`src/rtl/keccak_squeeze_serializer.sv`:
```
// Keccak squeeze serializer: captures the rate part of a permuted state and streams it out lane by lane.
// Optional SQUEEZE_PRELOAD_EN lets a new state load on the final-lane handshake so blocks run back-to-back.
module keccak_squeeze_serializer #(
   parameter int N          = 1600,
   parameter int W          = 64,
   parameter int RATE_WORDS = 21
) (
   input  logic         clk,
   input  logic         rst,
   input  logic         flush,
   input  logic         load,
   input  logic [N-1:0] state_in,
   output logic         load_ready,
   output logic         out_valid,
   input  logic         out_ready,
   output logic [W-1:0] out_data,
   output logic         out_last,
   output logic         block_done
);

   localparam int IDXW = (RATE_WORDS > 1) ? $clog2(RATE_WORDS) : 1;
   localparam logic [IDXW-1:0] LAST_IDX = IDXW'(RATE_WORDS - 1);

   typedef enum logic {S_IDLE, S_STREAM} state_e;

   state_e                           state_q;
   logic [IDXW-1:0]                  idx_q;
   logic [RATE_WORDS-1:0][W-1:0]     buf_q;
   logic                             done_q;
   logic                             hs;
   logic                             take;

   // Capacity lanes are never stored.
   generate
      if (RATE_WORDS * W < N) begin : g_cap
         logic unused_cap;
         assign unused_cap = ^state_in[N-1:RATE_WORDS*W];
      end
   endgenerate

   assign out_valid  = (state_q == S_STREAM);
   assign out_last   = out_valid && (idx_q == LAST_IDX);
   assign out_data   = buf_q[idx_q];
   assign block_done = done_q;
   assign hs         = out_valid && out_ready;

`ifdef SQUEEZE_PRELOAD_EN
   assign load_ready = (state_q == S_IDLE) || (out_last && out_ready);
`else
   assign load_ready = (state_q == S_IDLE);
`endif

   assign take = load && load_ready;

   always_ff @(posedge clk or negedge rst) begin
      if (!rst) begin
         state_q <= S_IDLE;
         idx_q   <= '0;
         buf_q   <= '0;
         done_q  <= 1'b0;
      end else begin
         done_q <= 1'b0;
         if (flush) begin
            state_q <= S_IDLE;
            idx_q   <= '0;
         end else begin
            case (state_q)
               S_IDLE: begin
                  if (take) begin
                     buf_q   <= state_in[RATE_WORDS*W-1:0];
                     idx_q   <= '0;
                     state_q <= S_STREAM;
                  end
               end
               S_STREAM: begin
                  if (hs) begin
                     if (out_last) begin
                        done_q <= 1'b1;
                        idx_q  <= '0;
                        // take can only be high here when preload is enabled
                        if (take) begin
                           buf_q   <= state_in[RATE_WORDS*W-1:0];
                           state_q <= S_STREAM;
                        end else begin
                           state_q <= S_IDLE;
                        end
                     end else begin
                        idx_q <= idx_q + IDXW'(1);
                     end
                  end
               end
               default: begin
                  state_q <= S_IDLE;
                  idx_q   <= '0;
               end
            endcase
         end
      end
   end

endmodule

```
`config.mk`:
```
export PLATFORM = sky130hd
export DESIGN_NAME = keccak_squeeze_serializer
export DESIGN_NICKNAME = d
export VERILOG_FILES = /design/src/rtl/keccak_squeeze_serializer.sv
export SDC_FILE = /design/constraint.sdc
export NUM_CORES = 2
export LEC_CHECK = 0
export ABC_AREA = 1
export CORE_AREA = 4 4 651 653
export CTS_CLUSTER_DIAMETER = 150
export DETAILED_ROUTE_END_ITERATION = 16
export DIE_AREA = 0 0 655 657
export GPL_ROUTABILITY_DRIVEN = 0
export PLACE_DENSITY = 0.31
export SLEW_MARGIN = 0
export SYNTH_ARGS = -nofsm -noshare
export SYNTH_HDL_FRONTEND = slang
export SYNTH_SLANG_ARGS = --single-unit
```
`constraint.sdc`:
```
create_clock -name clk -period 2.6 [get_ports clk]
set_input_delay 0.78 -clock clk [delete_from_list [all_inputs] [get_ports clk]]
set_output_delay 0.78 -clock clk [all_outputs]
set_load 0.01 [all_outputs]
```
==> results.cfg <==
[power]
pwr-share-seq = 0.339
power.internal_mw = 51.5
switching_share = 0.344
total_power_mw = 78.6
p_comb_frac = 0.323
switching_power_mw = 27.1
ir_drop_mv = 0.545
p_per_area_mw_per_mm2 = 734
p_clk_frac = 0.338
p_leak_nw = 47.7

[floorplanning]
fp-row-count = 238
initial_core_util = 0.156
coreArea_sq_mm = 0.419
die_y_um = 657
io_pins = 1673
die_x_um = 655
die_area_sq_mm = 0.430

[yosys]
synth_top_cell_by_area = dfrtp_1
yosys-top-cells-area = dfrtp_1, nand2_1, o21ai_0
syn_nets = 9840
synthFlopType = dfrtp_1
syn_avg_cell_area_sq_um = 7.93
synth_cell_types = 23
syn_inst = 8233
synth_seq_area_share = 0.518
synth_edf_count = 0
syn_area_sq_mm = 0.0653
synthArstFlopShare = 1.00
yosysWarnings = 0
synth_seq_cells = 1351
synth_most_common_cell = nand2_1
synthTopCellsByCount = nand2_1, dfrtp_1, inv_1, o21ai_0, nand3_1
synth_top_area_share = 0.518

[setup_path]
cp_num_buf_inv = 6
cp-startpoint = idx_q[0]$_DFFE_PN0P_
ff2ff_setup_slack_ps = 100
cp.depth = 12
crit_chain = buf_12, buf_16, buf_16, buf_16, buf_8, o211ai_1, nand2_1, nand2_1, o21ai_1, nand2_1, nand2_2, buf_6
worstPathArrival_ps = 3340
reg2reg_depth = 15
worst_path_dominant_cell_family = buffers and inverters
r2r-start = idx_q[0]$_DFFE_PN0P_
endpoint = out_data[18]
cpPeakStageDelay_ps = 510
crit_slowest_cell = o211ai_1
path_max_fanout = 8
start_kind = register
crit_required_ps = 1820
r2r_end = idx_q[0]$_DFFE_PN0P_
cp-end-kind = output port
critical_path_class = reg -> out

[sta]
tns_ps = -86650
fin_crit_ps = 4120
worst_pin_slew_ps = 786
timing.hold.ws_ps = 445
rsz0062_at_grt = true
max_freq_mhz = 243
fin_ws_ps = -1520
hold_viol = 0
setup_violations = 65
relSlewSlack = 0.474
period_share = 1.58
slew_viol_final = 0
worst_clock_skew_ps = 46.7

[global_routing]
grt_max_degree = 96
grt.overflow.total = 0
grt_pass1_vias = 68600
antenna_found_initial = 164
grt_first_pass_wirelength_um = 611000
grtUsageTotal = 0.209

[status]
outcome = finished, violations left
failed_checks = negative setup slack

[detailed_routing]
viasPerCell = 4.06
drt_iter0_drc = 4292
vias = 65300
routedWlPerCell_um = 29.1
firstDrtPassIters = 7
wirelength_um = 467000
drc = 0
final_antenna_net_count = 0

[cells_and_area]
layout.nets = 12000
area_growth_pct = 64.2
drive_above_1_share = 0.226
nFillCells = 45400
final_cell_area_sq_mm = 0.107

[place]
portBuffers = 1416
dp_hpwl_um = 381000
pre_cts_slack_ps = -1580
dpl_cell_area_sq_mm = 0.0939

[cts]
cts_buffers = 185
cts_root_buf = clkbuf_16
cts_tree = done
clkSlewWorstSetupHoldPaths_ps = 60
clk_latency_ps = 900
clkSinkCount = 1351
h-tree-depth = 4
clock_path_buffers = 4

[run]
drv_cap = 0

[min_path]
hp-class = in -> reg
-- cell type report --
| class | instances | area (sq um) | share of cell area |
|---|---|---|---|
| Sequential cell | 1351 | 33800 | 0.316 |
| Clock buffer | 267 | 5410 | 0.0505 |
| Antenna cell | 44 | 110 | 0.00103 |
| Timing Repair inverter | 1 | 11.3 | 0.000105 |
| Tap cell | 5520 | 6910 | 0.0645 |
| Inverter | 1167 | 4440 | 0.0414 |
| Clock inverter | 62 | 776 | 0.00724 |
| Timing Repair Buffer | 2501 | 27100 | 0.253 |
| Multi-Input combinational cell | 5159 | 28600 | 0.267 |
-- power by group through the flow --
stage,Sequential [mW],Clock (mW),Combinational (mW)
floorplan,26.4,0,8.39
detailed placement,27.0,0,23.4
global placement,26.9,0,23.4
finish,26.6,26.6,25.4
global route,27.0,28.2,27.6
CTS,26.6,27.4,25.4
-- registers in the layout (all words and copies together), names as in the netlist --
register	flops
buf_q	1344
block_done	1
idx_q	5
out_valid	1
-- worst min-delay path by stage --
stage,start,end,slack (ps),cells after the start
floorplan,idx_q[4]$_DFFE_PN0P_,idx_q[4]$_DFFE_PN0P_,470,2
global placement,buf_q[1024]$_DFFE_PN0P_,buf_q[1024]$_DFFE_PN0P_,480,1
detailed placement,buf_q[1028]$_DFFE_PN0P_,buf_q[1028]$_DFFE_PN0P_,490,1
CTS,state_in[235],buf_q[235]$_DFFE_PN0P_,330,3
global route,state_in[1238],buf_q[1238]$_DFFE_PN0P_,390,3
finish,state_in[235],buf_q[235]$_DFFE_PN0P_,440,3
-- kinds of logic after synthesis --
family	Yosys count	share of synthesized area
mux	188	0.0324
flops	1351	0.518
buf+inv	1724	0.115
compound gates	1449	0.115
simple gates	3517	0.218
xor+xnor	2	0.000269
fa+ha+maj	2	0.000383
-- worst reg2reg max path: stages, from the launching register on --
cell and delay, ps:
dfrtp_4 410, buf_12 180, clkinv_16 140, buf_6 150, buf_8 110, buf_12 130
buf_12 130, buf_8 130, ha_4 180, nand4_1 90, buf_4 150, nand2_1 150
nor2_4 200, nand2_1 60, o21ai_0 70, buf_4 150
-- routing by layer --
layer / routed length, um / track usage
met4: 18900 / 0.0714
met2: 240000 / 0.381
met5: 382 / 0
met1: 183000 / 0.243
met3: 24900 / 0.0381
-- repair_timing --
item / in CTS / in global routing
resized for setup: 952 / 465
setup buffers: 62 / 34
pin swaps: 190 / 271
gates cloned: 33 / 10
setup endpoints to repair: 68 / 66
hold buffers: 1 / 0
endpoints found under the hold margin: 15 / 0
-- cells in the final DEF (no fill, tap or decap), drive strengths merged, types with 9 or more instances in the layout --
cell           Yosys  layout
dfrtp           1351    1351
nand3            809     810
clkinv             0      35
o211ai            94      94
diode              0      44
nor2              53      53
clkdlybuf4s50      0    1347
bufinv             0      13
bufbuf             0      11
clkbuf           103     277
clkinvlp           0       9
nor3              17      17
a21oi             65      65
inv             1167    1173
o21ai           1290    1290
buf              454    1131
nand2           2637    2637
mux2             188     188
-- through the flow --
stage,std cells,util
after floorplan,8233,-
after global placement,15600,0.224
after detailed placement,15600,0.224
after CTS,16000,0.251
after global routing,16100,0.256
final,16100,0.256
(Power assumes the default switching activity.)
